File: config.mk
export PLATFORM = sky130hd
export DESIGN_NAME = xoodyak_ise_stage
export DESIGN_NICKNAME = d
export VERILOG_FILES = /design/src/rtl/xoodyak_ise_stage.sv
export SDC_FILE = /design/constraint.sdc
export NUM_CORES = 1
export LEC_CHECK = 0
export CORE_UTILIZATION = 55
export CTS_BUF_LIST = sky130_fd_sc_hd__clkbuf_8
export DETAILED_ROUTE_END_ITERATION = 7
export PLACE_DENSITY = 0.95
export SETUP_SLACK_MARGIN = 0.15
export SYNTH_ARGS = -nofsm -noshare
export SYNTH_HDL_FRONTEND = slang
export SYNTH_SLANG_ARGS = --single-unit
File: constraint.sdc
create_clock -name clk -period 7.7 [get_ports clk]
set_clock_uncertainty 0.05 [all_clocks]
set_input_delay 1.54 -clock clk [delete_from_list [all_inputs] [get_ports clk]]
set_output_delay 1.54 -clock clk [all_outputs]
set_load 0.03 [all_outputs]
File: src/rtl/xoodyak_ise_stage.sv
// Xoodyak RV32 ISE execute stage. It decodes custom-0 ROLI/ANDN, computes the
// result and holds it in one output register under valid/ready handshakes.
module xoodyak_ise_stage #(
    parameter int CNT_W = 32
) (
    input  logic             clk,
    input  logic             rst,
    input  logic             flush,
    input  logic             in_valid,
    output logic             in_ready,
    input  logic [31:0]      in_instr,
    input  logic [31:0]      in_rs1,
    input  logic [31:0]      in_rs2,
    output logic             out_valid,
    input  logic             out_ready,
    output logic [31:0]      out_rd,
    output logic [4:0]       out_rd_addr,
    output logic             out_illegal,
    output logic [CNT_W-1:0] retired
);

    typedef enum logic [1:0] {
        OP_ILLEGAL,
        OP_ROLI,
        OP_ANDN
    } op_e;

    localparam logic [6:0] OPC_CUSTOM0 = 7'b0001011;
    localparam logic [6:0] F7_ISE      = 7'b0000000;
    localparam logic [2:0] F3_ROLI     = 3'b001;
    localparam logic [2:0] F3_ANDN     = 3'b010;

    op_e         op;
    logic [4:0]  shamt;
    logic [31:0] rot;
    logic [31:0] result;
    logic        fire_in;
    logic        fire_out;

    // The rs1 register-index field is resolved upstream; only its value arrives here.
    logic unused_rs1_field;
    assign unused_rs1_field = ^in_instr[19:15];

    // NOTE: every signal written in always_comb is given a default first, so no path infers a latch.
    always_comb begin
        op = OP_ILLEGAL;
        if (in_instr[6:0] == OPC_CUSTOM0 && in_instr[31:25] == F7_ISE) begin
            case (in_instr[14:12])
                F3_ROLI: op = OP_ROLI;
                F3_ANDN: op = OP_ANDN;
                default: op = OP_ILLEGAL;
            endcase
        end
    end

    // A right shift by 32 yields zero, so shamt 0 returns rs1 unchanged.
    assign shamt = in_instr[24:20];
    assign rot   = (in_rs1 << shamt) | (in_rs1 >> (6'd32 - {1'b0, shamt}));

    always_comb begin
        result = '0;
        case (op)
            OP_ROLI: result = rot;
            OP_ANDN: result = in_rs1 & ~in_rs2;
            default: result = '0;
        endcase
    end

    assign in_ready = !flush && (!out_valid || out_ready);
    assign fire_in  = in_valid && in_ready;
    assign fire_out = out_valid && out_ready;

    // NOTE: sequential state uses non-blocking assignments so every register samples pre-edge values.
    always_ff @(posedge clk) begin
        if (rst) begin
            // NOTE: the data registers are reset as well, so the outputs read zero after reset.
            out_valid   <= 1'b0;
            out_rd      <= '0;
            out_rd_addr <= '0;
            out_illegal <= 1'b0;
            retired     <= '0;
        end else begin
            if (fire_out && !out_illegal) begin
                retired <= retired + CNT_W'(1);
            end
            if (flush) begin
                out_valid <= 1'b0;
            end else if (fire_in) begin
                out_valid   <= 1'b1;
                out_rd      <= result;
                out_rd_addr <= in_instr[11:7];
                out_illegal <= (op == OP_ILLEGAL);
            end else if (fire_out) begin
                out_valid <= 1'b0;
            end
        end
    end

endmodule

# Yosys cells after proc, flatten, opt, wreduce, memory -nomap -nowiden
# Index checks and enable logic that the tools add are counted.
# W data, S select, Z words.
# word_totals
register_bits,71
in_bits,101
output_inout_bits,72
word_cells,37
# classes
addsub,2
eq_ne,5
n_shift,2
n_mux,5
bitwise,4
n_reduce_logical,14
# ops
operator,n
$pmux W32 S2,1
$add A32 B1 Y32 const B,1
$and A32 B32 Y32,1
$not A32 Y32,1
$or A32 B32 Y32,1
$shl A32 B5 Y32,1
$shr A32 B6 Y32,1
$eq A7 B4 Y1 const B,1
$logic_not A7 Y1,1
$sub A6 B5 Y6 const A,1
$logic_and A1 B1 Y1,5
$pmux W2 S2,1
$eq A3 B1 Y1 const B,1
$eq A3 B2 Y1 const B,1
$logic_not A1 Y1,3
$eq A2 B1 Y1 const B,1
$eq A2 B2 Y1 const B,1
$logic_not A2 Y1,1
$mux W1,2
$mux W2,1
$reduce_and A2 Y1,1
$reduce_bool A2 Y1,1
$reduce_or A2 Y1,1
$logic_or A1 B1 Y1,1
$not A1 Y1,1

# Depth between registers and ports, before layout
# depth
word_depth,5
depth_mapped,15
mapped_depth_nobuf,12

# Worst setup path before layout
# Ideal clock, no wire load.
# synth_timing
kind,input-to-reg
start,input in_instr[20]
end,register out_rd[20]
setup_time_ns,0.132
arrival_time_ns,4.183
required_ns,7.518
setup_slack_ns,3.336
path_stages,14
path_buffers,7
path_cell_list,buf_6 buf_12 inv_2 buf_2 buf_2 ha_1 buf_2 buf_2 clkbuf_1 mux4_2 mux2i_1 o32ai_1 nor3_1 o22ai_1
# synth_via
elab_chain_cells,4
# synth_rtl
item,line_no,rtl
start: declaration,11,"input logic [31:0] in_instr,"
$sub A6 B5 Y6,58,"assign rot = (in_rs1 << shamt) | (in_rs1 >> (6'd32 - {1'b0, shamt}));"
$shr A32 B6 Y32,58,
$or A32 B32 Y32 *,58,
$pmux W32 S2 *,62,case (op)
end signal: assignment,90,out_rd <= result;
end: declaration,16,"output logic [31:0] out_rd,"
# Mark *: on every way between the ends. The rest lies on a longest branch, timed or not.
# A chain may end at the register's enable or synchronous reset.

# Final worst setup path
# layout_timing
start,input in_instr[20]
end,register out_rd[25]
# The elaborated chain is that of the path after synthesis.

==> impl_metrics.toml <==
[clocking]
clock_latency_ps = 380
path_clk_slew_ps = 100
root_buffer = "clkbuf_8"
cts.path.max_buffers = 2
hold_buffers = 0
cts_tree = "built"
numCtsBuffers = 9
htreeDepth = 3
post_cts_resized = 0
clock_sinks = 71
cts_setup_buffers = 0

[setup_path]
path_max_fanout = 42
arrival_ps = 5370
endpoint_kind = "register"
startpoint_type = "primary input"
critPathLaunch = "in_instr[20]"
worstReg2RegStart = "out_valid"
timing.rr.end = "out_rd[0]"
critPathRequiredTime_ps = 7890
r2r_cells = 6
ff2ff_setup_slack_ps = 4720
crit_type = "in2reg"

[synthesis]
yosys_warnings = 0
ys_seq_area_frac = 0.198
synth_nets = 946
netlist_area_um2 = 7180
synth_top_area_share = 0.198
async_flop_share = 0
ys.flop_type = "dfxtp_1"
synth_cells = 840
ys_seq_elements = 71
yosysUniqueCellTypes = 73
synth_area_leaders = "dfxtp_1 20%, mux4_2 14%, mux2i_1 8.5%"
synth-edff-count = 0
syn_avg_cell_area_um2 = 8.55
yosys.area.top_type = "dfxtp_1"

[final_layout]
n_antenna_cell = 0
fill_cells = 978
utilization = 0.707
nets = 1058
final_cell_mix = "163 x clkdlybuf4s50_1, 103 x nand2_1, 71 x dfxtp_1"
drive_above_1_share = 0.113
area_delta_synth_final_pct = 24.7
layout_commonest_cell = "clkdlybuf4s50_1"

[timing]
fin_crit_ps = 5180
timing.hold.ws_ps = 395
drv_slew = 0
clock.fmax_ghz = 0.193
grt_setup_unrepaired = "false"
worst_slack_ps = 2520
hold_violations = 0
setup_viol = 0
finalCritPeriodShare = 0.673
final.setup.tns_ps = 0
timing.slew.headroom = 0.254
worst_slew_pin_slew_ps = 1090

[routing]
avgViaCountPerCell = 7.02
via_count = 7920
ant_nets = 0
route.detailed.drc = 7
avgRoutedWirePerCell_um = 25.2
dr.pass1.iters = 8
drt-initial-drc-count = 1016
routed_wl_um = 28500

[power_and_ir_drop]
p_leak_uw = 0.00321
p_per_area_nw_per_um2 = 124
ir_drop_v = 0.0000793
power.total_uw = 1110

[place]
dp_hpwl_um = 20800
globalplace.congestion = 1.00
pre_cts_slack_ps = 2430
numPortBuffers = 167

[status]
violations = "DRC"
outcome = "finished with violations"

[global_routing]
grt_overflow_total = 0
grt_max_degree = 64
antenna_found_initial = 1
grt_pass1_wl_um = 41700
grt_pass1_vias = 7359
grt_use_total = 0.422

[die]
die_w_um = 116
die_area_um2 = 13500
io_pins = 173
die_y_um = 116
core_um2 = 12700
initial_core_util = 0.567
placementRows = 41

[job]
drv_cap = 0

[worst_hold_path]
min_path_type = "reg2reg"
min_to = "out_rd[5]"
whs_path_depth = 2
min_from = "out_rd[5]"
[registers in the layout (all words and copies together), names as in the netlist]
name / cells
out_illegal: 1
out_rd: 32
out_rd_addr: 5
out_valid: 1
retired: 32
[cell type report]
class	instances	area, um2	share of cell area
clock buffer	9	124	0.0138
timing repair buffer	179	1740	0.195
tap	172	215	0.0240
clock inverter	7	72.6	0.00811
sequential	71	1420	0.159
inverter	21	78.8	0.00881
multi-input combinational	670	5300	0.592
[critical path: stages]
cell       delay [ps]
buf_4             440
inv_2             380
ha_1              930
mux2i_1           390
o21ai_0           250
mux2i_1           290
nor2_1             60
a2111oi_0         860
o21ai_0           180
[synthesized netlist by cell type, types with 5 or more instances]
master,n
a211oi_1,9
a21oi_1,52
a221oi_1,8
a31oi_1,10
a32oi_1,6
and2_1,5
and3_1,12
and3b_1,5
buf_1,6
buf_2,17
buf_4,8
clkbuf_1,41
dfxtp_1,71
ha_1,5
inv_1,18
mux2_2,16
mux2i_1,61
mux4_1,13
mux4_2,46
nand2_1,103
nand2b_1,9
nand3_1,29
nand4_1,9
nor2_1,64
nor2b_1,5
nor3_1,20
nor3b_1,5
nor4b_1,15
o211ai_1,5
o21ai_0,37
o22ai_1,18
o31ai_1,5
or3_1,8
xnor2_1,9
xor2_1,18
[worst max-delay path by stage]
| stage | to | slack [ps] | cells past startpoint |
|---|---|---|---|
| finish | out_rd[25] | 2520 | 9 |
| global placement | out_rd[19] | 2430 | 8 |
| detailed placement | out_rd[1] | 2430 | 9 |
| floorplan | out_rd[20] | 3340 | 14 |
| global route | out_rd[0] | 2470 | 9 |
| CTS | out_rd[0] | 2790 | 9 |
[per-layer routing]
metal / vias to the layer above / wire length [um] / track usage
li1: 3430 / - / -
met1: 3710 / 10500 / 0.552
met2: 646 / 12500 / 0.637
met3: 134 / 4170 / 0.142
met4: 0 / 1290 / 0.174
met5: - / 0 / 0.0296
[kinds of logic (layout without fill, tap and decap cells)]
group	count (synthesis)	count (layout)	share of synthesized area
muxes	136	136	0.302
adders and majority gates	5	5	0.00871
buffers and inverters	99	216	0.0655
xor gates and xnor gates	28	28	0.0352
AOI/OAI and AO/OA	193	193	0.177
and+or+nand+nor	308	308	0.214
DFF	71	71	0.198
[through the flow]
stage / cells / cell area, um2
5_1_grt: 1129 / 8950
6_report: 1129 / 8950
4_1_cts: 1129 / 8950
3_5_place_dp: 1113 / 8760
2_1_floorplan: 840 / 7180
3_3_place_gp: 1113 / 8760
[power by group]
group / internal (uW) / leakage (uW) / switching, uW
Combinational: 179 / 0.00255 / 245
Clock: 149 / 0.0000893 / 169
Sequential: 369 / 0.000573 / 1.37
Note: power is estimated with default switching activity, not from simulation.
